==> config.mk <==
export PLATFORM = sky130hd
export DESIGN_NAME = acorn128_step_sequencer
export DESIGN_NICKNAME = d
export VERILOG_FILES = /design/src/rtl/acorn128_step_sequencer.sv
export SDC_FILE = /design/constraint.sdc
export NUM_CORES = 1
export LEC_CHECK = 0
export ABC_AREA = 1
export BUFFER_PORTS_ARGS = -buffer_cell sky130_fd_sc_hd__buf_4
export CAP_MARGIN = 0
export CORE_MARGIN = 1.5
export CORE_UTILIZATION = 53
export CTS_CLUSTER_DIAMETER = 50
export DETAILED_ROUTE_END_ITERATION = 12
export PLACE_DENSITY = 0.76
export SLEW_MARGIN = 10
export SYNTH_ARGS = -nofsm -noshare
export SYNTH_HDL_FRONTEND = slang
export SYNTH_SLANG_ARGS = --single-unit
==> constraint.sdc <==
create_clock -name clk -period 5.7 [get_ports clk]
set_input_delay 0.855 -clock clk [delete_from_list [all_inputs] [get_ports clk]]
set_output_delay 0.855 -clock clk [all_outputs]
set_load 0.005 [all_outputs]
==> src/rtl/acorn128_step_sequencer.sv <==
// ACORN-128 step sequencer: walks init, AD, AD pad, message, message pad and finalisation,
// issuing one input-bit/control command per accepted datapath step.
module acorn128_step_sequencer #(
    parameter int unsigned LEN_W      = 8,
    parameter int unsigned INIT_STEPS = 1792,
    parameter int unsigned FIN_STEPS  = 768
) (
    input  logic             clk,
    input  logic             rst,
    input  logic             start_in,
    input  logic             encrypt_in,
    input  logic [LEN_W-1:0] ad_len_in,
    input  logic [LEN_W-1:0] msg_len_in,
    output logic             step_valid_out,
    input  logic             step_ready_in,
    output logic [2:0]       src_out,
    output logic [6:0]       idx_out,
    output logic             ca_out,
    output logic             cb_out,
    output logic             ks_use_out,
    output logic             encrypt_out,
    output logic [2:0]       phase_out,
    output logic             busy_out,
    output logic             done_out,
    output logic             ready_out
);

    localparam int unsigned PadSteps = 256;
    localparam int unsigned MaxLen   = 128;

    localparam logic [2:0] SrcZero   = 3'd0;
    localparam logic [2:0] SrcKey    = 3'd1;
    localparam logic [2:0] SrcIv     = 3'd2;
    localparam logic [2:0] SrcAd     = 3'd3;
    localparam logic [2:0] SrcMsg    = 3'd4;
    localparam logic [2:0] SrcOne    = 3'd5;
    localparam logic [2:0] SrcKeyInv = 3'd6;

    typedef enum logic [2:0] {
        StIdle, StInit, StAd, StAdPad, StMsg, StMsgPad, StFinal, StDone
    } state_e;

    state_e      state_q, state_d;
    logic [10:0] cnt_q, cnt_d;
    logic [7:0]  ad_len_q, msg_len_q;
    logic        encrypt_q;
    logic        done_q, done_d;

    logic        start_ok;
    logic        fire;
    logic [10:0] last_idx;
    logic [7:0]  ad_len_sat, msg_len_sat;

    assign ad_len_sat  = (ad_len_in > LEN_W'(MaxLen)) ? 8'(MaxLen) : ad_len_in[7:0];
    assign msg_len_sat = (msg_len_in > LEN_W'(MaxLen)) ? 8'(MaxLen) : msg_len_in[7:0];

    assign start_ok = start_in && (state_q == StIdle || state_q == StDone);
    assign fire     = step_valid_out && step_ready_in;

    always_comb begin
        last_idx = 11'd0;
        case (state_q)
            StInit:   last_idx = 11'(INIT_STEPS - 1);
            StAd:     last_idx = {3'b000, ad_len_q} - 11'd1;
            StAdPad:  last_idx = 11'(PadSteps - 1);
            StMsg:    last_idx = {3'b000, msg_len_q} - 11'd1;
            StMsgPad: last_idx = 11'(PadSteps - 1);
            StFinal:  last_idx = 11'(FIN_STEPS - 1);
            default:  last_idx = 11'd0;
        endcase
    end

    // Zero-length AD/MSG phases are skipped on the same edge as the last step before them.
    always_comb begin
        state_d = state_q;
        cnt_d   = cnt_q;
        done_d  = 1'b0;
        case (state_q)
            StIdle, StDone: begin
                if (start_in) begin
                    state_d = StInit;
                    cnt_d   = 11'd0;
                end
            end
            default: begin
                if (fire) begin
                    if (cnt_q == last_idx) begin
                        cnt_d = 11'd0;
                        case (state_q)
                            StInit:   state_d = (ad_len_q != 8'd0) ? StAd : StAdPad;
                            StAd:     state_d = StAdPad;
                            StAdPad:  state_d = (msg_len_q != 8'd0) ? StMsg : StMsgPad;
                            StMsg:    state_d = StMsgPad;
                            StMsgPad: state_d = StFinal;
                            default:  begin
                                state_d = StDone;
                                done_d  = 1'b1;
                            end
                        endcase
                    end else begin
                        cnt_d = cnt_q + 11'd1;
                    end
                end
            end
        endcase
    end

    always_ff @(posedge clk) begin
        if (rst) begin
            state_q   <= StIdle;
            cnt_q     <= 11'd0;
            ad_len_q  <= 8'd0;
            msg_len_q <= 8'd0;
            encrypt_q <= 1'b0;
            done_q    <= 1'b0;
        end else begin
            state_q <= state_d;
            cnt_q   <= cnt_d;
            done_q  <= done_d;
            if (start_ok) begin
                ad_len_q  <= ad_len_sat;
                msg_len_q <= msg_len_sat;
                encrypt_q <= encrypt_in;
            end
        end
    end

    // INIT key re-use repeats every 128 steps from 256, so idx is simply cnt mod 128.
    always_comb begin
        src_out    = SrcZero;
        idx_out    = 7'd0;
        ca_out     = 1'b0;
        cb_out     = 1'b0;
        ks_use_out = 1'b0;
        case (state_q)
            StInit: begin
                ca_out  = 1'b1;
                cb_out  = 1'b1;
                idx_out = cnt_q[6:0];
                if (cnt_q < 11'd128)       src_out = SrcKey;
                else if (cnt_q < 11'd256)  src_out = SrcIv;
                else if (cnt_q == 11'd256) src_out = SrcKeyInv;
                else                       src_out = SrcKey;
            end
            StAd: begin
                src_out = SrcAd;
                idx_out = cnt_q[6:0];
                ca_out  = 1'b1;
                cb_out  = 1'b1;
            end
            StAdPad, StMsgPad: begin
                src_out = (cnt_q == 11'd0) ? SrcOne : SrcZero;
                ca_out  = (cnt_q < 11'd128);
                cb_out  = (state_q == StAdPad);
            end
            StMsg: begin
                src_out    = SrcMsg;
                idx_out    = cnt_q[6:0];
                ca_out     = 1'b1;
                ks_use_out = 1'b1;
            end
            StFinal: begin
                ca_out = 1'b1;
                cb_out = 1'b1;
            end
            default: ;
        endcase
    end

    assign busy_out       = (state_q != StIdle) && (state_q != StDone);
    assign step_valid_out = busy_out;
    assign ready_out      = (state_q == StDone);
    assign done_out       = done_q;
    assign encrypt_out    = encrypt_q;
    assign phase_out      = state_q;

endmodule

Word level (Yosys, flattened, before mapping)
Index checks and enable logic that the tools add are counted.

Register bits after elaboration: 32. Input bits: 21. Output and inout port bits: 21. Word-level logic and storage cells: 70.

Add/subtract/negate cells: 3. Order comparisons: 4. Equal/unequal tests: 11. Multiplexer cells: 24. Bitwise logic cells: 2. Reductions and logical operators: 20.

Operator list (count): one-hot mux 11 bit (5 select lines) (1); two-way mux 11 bit (4); two-way mux 3 bit (8); subtractor 8 x 1 -> 9 bit, second input constant (2); > comparator 8 bit, second input constant (2); two-way mux 8 bit (2); nonzero test 8 bit (2); one-hot mux 3 bit (5 select lines) (1); == test 3 bit, second input constant (4); one-hot mux 3 bit (4 select lines) (1); adder 11 x 1 -> 11 bit, second input constant (1); == test 11 bit (1); == test 11 x 9 -> 1 bit, second input constant (1); logical NOT 11 bit (1); < comparator 11 x 8 -> 1 bit, second input constant (1); < comparator 11 x 9 -> 1 bit, second input constant (1); OR reduction 5 bit (2); two-way mux 7 bit (1); == test 3 x 2 -> 1 bit, second input constant (2); OR reduction 3 bit (2); two-way mux 1 bit (4); one-hot mux 1 bit (2 select lines) (2); nonzero test 2 bit (2); OR reduction 2 bit (2); 11 further kinds (14).

Longest topological paths before layout
Gate-level depths: netlist (run 1).

Depth after elaboration: 7. Gate-level depth with buffers: 20. Depth with buffers taken out: 20.

Least setup slack after synthesis (run 1)
No wires, ideal clock.

Kind: flip-flop to output port. From: reg state_q[0], in the netlist phase_out[0]. To: out idx_out[0]. Arrival time: 1379 ps. Required time: 4845 ps. Setup slack: 3466 ps. Cell stages (with the launch flop): 8. Buffers on the path: 1. Cell sequence: dfxtp_1 -> buf_6 -> inv_2 -> nor2_1 -> nand2_1 -> inv_1 -> nor3_1 -> nor2_1.

Cells in the longest elaborated chain, start to end: 3. Elaborated cells between the ends (all ways): 5. Classes of those cells: eq/ne: 3; mux: 1; reduce/logical: 1.

RTL lines: start, declared (RTL line 43) `state_e state_q, state_d;`; start signal, assigned (RTL line 110) `state_q <= StIdle;`; start signal, assigned (RTL line 117) `state_q <= state_d;`; == test 3 x 1 -> 1 bit (tied with other cells) (RTL line 135) `case (state_q)`; OR reduction 3 bit (no source line) *; two-way mux 7 bit * (RTL line 135); end, declared (RTL line 17) `output logic [6:0] idx_out,`.

Every way passes the cells marked *; elsewhere a longest branch is shown, timed or not.

Final worst setup path (run 1)
From: reg state_q[2], in the netlist phase_out[2]. To: out idx_out[0].

Same word-level chain as after synthesis.

==> impl_metrics.env, run 1 <==
export IMPL_p_leak_nw=1.282
export IMPL_crit_chain="inv_1, nand2_1, inv_1, nor3_1, nor2_1, buf_4"
export IMPL_root_buffer="clkbuf_8"
export IMPL_clkPwrFrac=0.123
export IMPL_hold_viol_final=0
export IMPL_internal_power_w=0.0007161
export IMPL_reg2reg_slack_ns=3.11
export IMPL_rsz0062_at_grt="false"
export IMPL_cts_repair_resized=0
export IMPL_cts_made_buffers=5
export IMPL_cp_start_kind="flip-flop"
export IMPL_fp_row_count=24
export IMPL_ios=42
export IMPL_timing_setup_tns_ns=0
export IMPL_post_cts_buffers=0
export IMPL_port_buffer_count=41
export IMPL_tightestPinTransition_ns=0.7316
export IMPL_drt_wl_total_um=6079
export IMPL_drtIter0Drc=216
export IMPL_yosys_area_share_simple=0.4670
export IMPL_wl_per_cell_um=12.85
export IMPL_p_sw_w=0.0007605
export IMPL_synth_edf_count=0
export IMPL_skew_ns=0.003305
export IMPL_drtAntennaViolNets=0
export IMPL_yosys_top_cells_area="dfxtp_1 27%, nand2_1 14%, nand3_1 8.7%"
export IMPL_place_hpwl_um=4772
export IMPL_slew_headroom=0.5085
export IMPL_fp_dieW_um=70.41
export IMPL_grt_max_degree=18
export IMPL_p_per_area_nw_per_um2=526.8
export IMPL_place_gp_congestion=0.9211
export IMPL_slowest_stage="dfxtp_1"
export IMPL_synthTopCellsByCount="91 x nand2_1, 45 x nor2_1, 44 x inv_1, 42 x nand3_1, 32 x dfxtp_1"
export IMPL_diodes=0
export IMPL_ys_ff_latch=32
export IMPL_postCtsHoldBufs=0
export IMPL_final_area_sq_um=2803
export IMPL_nFillCells=433
export IMPL_drv_slew=0
export IMPL_drc=0
export IMPL_cp_arrival_ns=2.40
export IMPL_die_area_sq_um=4958
export IMPL_power_share_sequential=0.220
export IMPL_worstPathRequired_ns=4.85
export IMPL_clockBufferDepth=2
export IMPL_antenna_found_initial=0
export IMPL_post_drt_via_cell_ratio=5.510
export IMPL_switching_share=0.5150
export IMPL_finalNetCount=446
export IMPL_synth_area_mux_share=0
export IMPL_postSynthCellCount=381
export IMPL_dr_pass1_iters=6
export IMPL_synth_nets=407
export IMPL_combPwrFrac=0.658
export IMPL_grt_pass1_wl_um=10520
export IMPL_synth_xor_area_frac=0.02545
export IMPL_async_flop_share=0
export IMPL_clock_fmax_mhz=307.6
export IMPL_grt_pass1_vias=2320
export IMPL_yosysMostFrequentCell="nand2_1"
export IMPL_status="complete, no violations"
export IMPL_cp_num_buf_inv=3
export IMPL_cap_viol_max_count=0
export IMPL_ir_worst_vdd_uv=212.8
export IMPL_clk_pin_slew_ns=0.07
export IMPL_synth_top_area_frac=0.2660
export IMPL_die_h_um=70.41
export IMPL_grtUsageTotal=0.2625
export IMPL_synth_compound_area_frac=0.1122
export IMPL_synthFlopType="dfxtp_1"
export IMPL_drive_gt1_frac=0.1924
export IMPL_clk_latency_ns=0.28
export IMPL_tritoncts="yes"
export IMPL_period_needed_ns=3.251
export IMPL_critPathMaxFanout=14
export IMPL_cts_htree_levels=2
export IMPL_seq_area_sq_um=640.6
export IMPL_pre_cts_ws_ns=2.810
export IMPL_seq_area_frac_synth=0.2660
export IMPL_cts_sinks=32
export IMPL_setup_slack_ns=2.449
export IMPL_worstSetupEndpointType="output pin"
export IMPL_synth_area_sq_um=2409
export IMPL_avgSynthCellArea_sq_um=6.322
export IMPL_netlist_cell_type_count=33
export IMPL_initial_core_util=0.5532
export IMPL_crit_path_frequent_cell="inv_1"
export IMPL_vias=2606
export IMPL_crit_type="flip-flop to output pin"
export IMPL_setup_violations=0
export IMPL_synth_warnings=0
export IMPL_crit_family="simple AND/OR/NAND/NOR gates"
export IMPL_min_period_over_period=0.5703
export IMPL_hold_class="flip-flop to flip-flop"
export IMPL_core_sq_um=4354
export IMPL_critPathMaxStageDelay_ns=0.65
export IMPL_multi_input_area_sq_um=1519
export IMPL_overflow=0
export IMPL_synth_top_family_by_area="simple AND/OR/NAND/NOR gates"
export IMPL_synthAdderAreaFrac=0.02597
export IMPL_syn2layout_area_growth_pct=16.36
export IMPL_placed_area_sq_um=2709
export IMPL_synth_largest_area_cell="dfxtp_1"
## cells by family after synthesis
kind of cell | Yosys count
adders and majority gates | 5
buffers and inverters | 56
xor gates and xnor gates | 7
AOI/OAI and AO/OA | 48
DFF | 32
and+or+nand+nor | 233
## final cells by class
type,count,area share
clock buffer,7,0.03080
clock inverter,1,0.002679
inverter,47,0.06295
multi-input combinational,293,0.5420
sequential,32,0.2286
tap,52,0.02321
timing repair buffer,41,0.1098
## layout by cell type, fill, tap and decap left out, types with 2 or more instances in the layout
| master | count |
|---|---|
| inv_2 | 3 |
| a211oi_1 | 3 |
| inv_1 | 44 |
| buf_4 | 41 |
| nor3_1 | 6 |
| nor4_1 | 3 |
| nand3_2 | 3 |
| a21oi_1 | 19 |
| or4_1 | 2 |
| nand2_1 | 91 |
| o41ai_1 | 2 |
| o21ai_0 | 17 |
| clkbuf_8 | 6 |
| nor2_1 | 45 |
| nand3b_1 | 2 |
| o21ai_1 | 2 |
| nor2_2 | 11 |
| nand2_2 | 6 |
| dfxtp_1 | 32 |
| ha_1 | 5 |
| nand2_4 | 5 |
| a22oi_1 | 2 |
| nor2_4 | 3 |
| nand4_1 | 12 |
| xor2_1 | 7 |
| nand3_1 | 42 |
## power groups by stage
stage	clock network (W)	logic (W)	registers [W]
4_1_cts	0.000185	0.000961	0.000324
5_1_grt	0.000193	0.00110	0.000331
6_report	0.000181	0.000971	0.000324
2_1_floorplan	0	0.000769	0.000305
3_3_place_gp	0	0.000934	0.000327
3_5_place_dp	0	0.000954	0.000329
## per-stage QoR
stage / std cells / hold slack [ns] / total power (W) / utilization
2_1_floorplan: 381 / 0.4582 / 0.001074 / -
3_3_place_gp: 465 / 0.4722 / 0.001262 / 0.6221
3_5_place_dp: 465 / 0.4781 / 0.001283 / 0.6221
4_1_cts: 473 / 0.4894 / 0.001469 / 0.6437
5_1_grt: 473 / 0.5169 / 0.001627 / 0.6437
6_report: 473 / 0.4904 / 0.001477 / 0.6437
## flip-flops by register name, indices dropped and copies added (netlist names)
signal,count
encrypt_out,1
cnt_q,11
ad_len_q,8
done_out,1
msg_len_q,8
phase_out,3
## per-layer routing
metal / routed length, um / track usage / vias to the layer above
li1: - / - / 1333
met1: 2766 / 0.3573 / 1177
met2: 2810 / 0.4203 / 84
met3: 371 / 0.04473 / 12
met4: 131 / 0.08547 / 0
met5: 0 / 0 / -
## worst min-delay path: cells and delay by family, from the launching register on
family | cells | cell delay (ns)
flops | 1 | 0.33
simple gates | 2 | 0.13
## final timing paths
kind	start	to	depth (start not counted)
setup / recovery	phase_out[2]	idx_out[0]	6
hold / removal	encrypt_out	encrypt_out	2
setup reg to reg	phase_out[2]	cnt_q[9]	12
hold reg to reg	encrypt_out	encrypt_out	2
No activity file was read; power rests on OpenSTA's default activity.
==> run 2: changes to the inputs <==
Settings changed: ABC_AREA 1 to 0.
Clock period 5.7 ns to 3 ns, I/O delays scaled along.
==> impl_metrics.env, run 2 <==
export IMPL_fp_row_count=24
export IMPL_final_cell_mix="57 x buf_4, 35 x a21oi_1, 33 x nor2_1, 32 x dfxtp_1, 26 x nand2_1"
export IMPL_clk_pin_slew_ns=0.07
export IMPL_setup_violations=0
export IMPL_skew_ns=0.009066
export IMPL_postCtsHoldBufs=0
export IMPL_drtAntennaViolNets=0
export IMPL_design_power_total_w=0.002214
export IMPL_wl_per_cell_um=15.16
export IMPL_setup_slack_ns=0.1132
export IMPL_synthTopCellsByCount="35 x a21oi_1, 33 x nor2_1, 32 x dfxtp_1, 26 x nand2_1, 17 x nor3b_1"
export IMPL_p_per_area_nw_per_um2=763.6
export IMPL_reg2reg_from="ad_len_q[0]"
export IMPL_hold_end="encrypt_out"
export IMPL_placed_area_sq_um=2761
export IMPL_grt_max_degree=33
export IMPL_critPathMaxFanout=3
export IMPL_grt_pass1_vias=2172
export IMPL_largest_registers="cnt_q (11), ad_len_q (8), msg_len_q (8)"
export IMPL_syn2layout_area_growth_pct=17.91
export IMPL_synth_nets=345
export IMPL_place_gp_congestion=0.9219
export IMPL_yosys_top_cells_area="dfxtp_1 26%, a21oi_1 7.1%, nor3b_1 5.2%"
export IMPL_worstRegToRegCells=11
export IMPL_clk_latency_ns=0.29
export IMPL_drive_gt1_frac=0.2605
export IMPL_diodes=0
export IMPL_seq_area_frac_synth=0.2606
export IMPL_worstPathRequired_ns=2.55
export IMPL_initial_core_util=0.5570
export IMPL_dr_pass1_iters=4
export IMPL_whs_path_depth=3
export IMPL_overflow=0
export IMPL_ys_ff_latch=32
export IMPL_clockBufferDepth=2
export IMPL_drv_slew=0
export IMPL_hold_viol_final=0
export IMPL_min_period_over_period=0.9623
export IMPL_place_hpwl_um=4580
export IMPL_layout_core_utilization=0.6567
export IMPL_reg2reg_to="cnt_q[1]"
export IMPL_finalNetCount=382
export IMPL_postSynthCellCount=319
export IMPL_synth_area_sq_um=2459
export IMPL_cts_sinks=32
export IMPL_antenna_found_initial=0
export IMPL_p_leak_nw=1.161
export IMPL_rsz0062_at_grt="true"
export IMPL_cts_made_buffers=5
export IMPL_vias=2413
export IMPL_tritoncts="yes"
export IMPL_slew_headroom=0.5276
export IMPL_period_needed_ns=2.887
export IMPL_cp_start_kind="flip-flop"
export IMPL_regMostFlops="cnt_q"
export IMPL_async_flop_share=0
export IMPL_yosysMostFrequentCell="a21oi_1"
export IMPL_largest_reg_flops=11
export IMPL_ios=42
export IMPL_final_area_sq_um=2899
export IMPL_grt_pass1_wl_um=10390
export IMPL_synthFlopType="dfxtp_1"
export IMPL_crit_type="flip-flop to output pin"
export IMPL_hold_start="encrypt_in"
export IMPL_worstSetupEndpointType="output pin"
export IMPL_cts_htree_levels=2
export IMPL_netlist_cell_type_count=66
export IMPL_ir_worst_vdd_uv=386.4
export IMPL_synth_top_area_frac=0.2606
export IMPL_port_buffer_count=41
export IMPL_grtUsageTotal=0.2547
export IMPL_clock_fmax_mhz=346.4
export IMPL_reg2reg_slack_ns=0.16
export IMPL_avgSynthCellArea_sq_um=7.707
export IMPL_root_buffer="clkbuf_8"
export IMPL_nFillCells=392
export IMPL_drc=0
export IMPL_synth_edf_count=0
export IMPL_post_drt_via_cell_ratio=5.900
export IMPL_pre_cts_ws_ns=0.1006
export IMPL_status="complete, no violations"
export IMPL_tightestPinTransition_ns=0.7071
export IMPL_layout_commonest_cell="buf_4"
export IMPL_die_area_sq_um=5057
export IMPL_hold_class="primary input to flip-flop"
export IMPL_cp_arrival_ns=2.44
export IMPL_core_sq_um=4414
export IMPL_cap_viol_max_count=0
export IMPL_die_h_um=71.11
export IMPL_synth_largest_area_cell="dfxtp_1"
export IMPL_whs_ns=0.4063
export IMPL_synth_warnings=0
export IMPL_fp_dieW_um=71.11
export IMPL_drt_wl_total_um=6199
export IMPL_drtIter0Drc=191
==> run 2: cell count changes in the layout (fill, tap and decap cells not counted), sizes merged, moves of 10 or more <==
cell / change
nand2: -76
nand3: -41
inv: -37
nor3b: +17
a21oi: +16
buf: +16
nor2: -16
o21ai: -10
==> run 2: kinds of logic (layout without fill, tap and decap cells) <==
group / count (synthesis) / after routing / synth area share
simple gates: 144 / 144 / 0.3313
mux: 6 / 6 / 0.02494
compound gates: 77 / 77 / 0.2071
buf+inv: 38 / 76 / 0.08956
xor+xnor: 16 / 16 / 0.05700
fa+ha+maj: 6 / 6 / 0.02952
flops: 32 / 32 / 0.2606
==> run 2: report_power, final <==
group          total, W  internal (W)  switching [W]
clock          0.000414      0.000246       0.000169
combinational   0.00127      0.000544       0.000722
sequential     0.000534      0.000474      0.0000601
==> run 2: timing repair <==
action,in CTS,in global routing
resized for setup,0,2
setup buffers,0,2
setup endpoints to repair,0,14
hold endpoints to repair,0,0
==> run 2: worst max-delay path by stage <==
stage	from	slack [ns]	to
finish	cnt_q[1]	0.11	src_out[0]
global route	cnt_q[1]	-0.006	src_out[0]
CTS	cnt_q[1]	0.07	src_out[0]
detailed placement	ad_len_q[3]	0.10	cnt_q[9]
global placement	ad_len_q[3]	0.17	cnt_q[1]
floorplan	ad_len_q[3]	0.27	cnt_q[0]
==> run 2: layout make-up <==
type / instances / area (sq um) / share of cell area
Clock buffer: 5 / 68.82 / 0.02374
Timing Repair Buffer: 57 / 427.9 / 0.1476
Inverter: 11 / 41.29 / 0.01424
Tap cell: 52 / 65.06 / 0.02244
Sequential cell: 32 / 640.6 / 0.2210
Clock inverter: 3 / 42.54 / 0.01467
Multi-Input combinational cell: 249 / 1613 / 0.5563
==> run 2: worst max-delay path: stages, from the launching register on <==
cell,delay (ns)
dfxtp_1,0.31
inv_1,0.08
ha_1,0.16
or4b_2,0.59
nor4_1,0.19
buf_4,0.17
mux2i_1,0.08
nor3_2,0.19
nor3_1,0.07
nor2_1,0.09
o32ai_1,0.08
buf_4,0.14
==> run 2: metal layers <==
layer / global-route usage / vias up / routed length (um)
met1: 0.3480 / 1133 / 2901
met3: 0.04986 / 10 / 254
li1: - / 1212 / -
met4: 0.07128 / 0 / 89
met2: 0.4112 / 58 / 2954
met5: 0 / - / 0
==> run 2: through the flow <==
step / setup TNS, ns / instances
after floorplan: 0 / 319
after detailed placement: 0 / 399
final: 0 / 409
after CTS: 0 / 407
after global routing: -0.006338 / 409
after global placement: 0 / 399
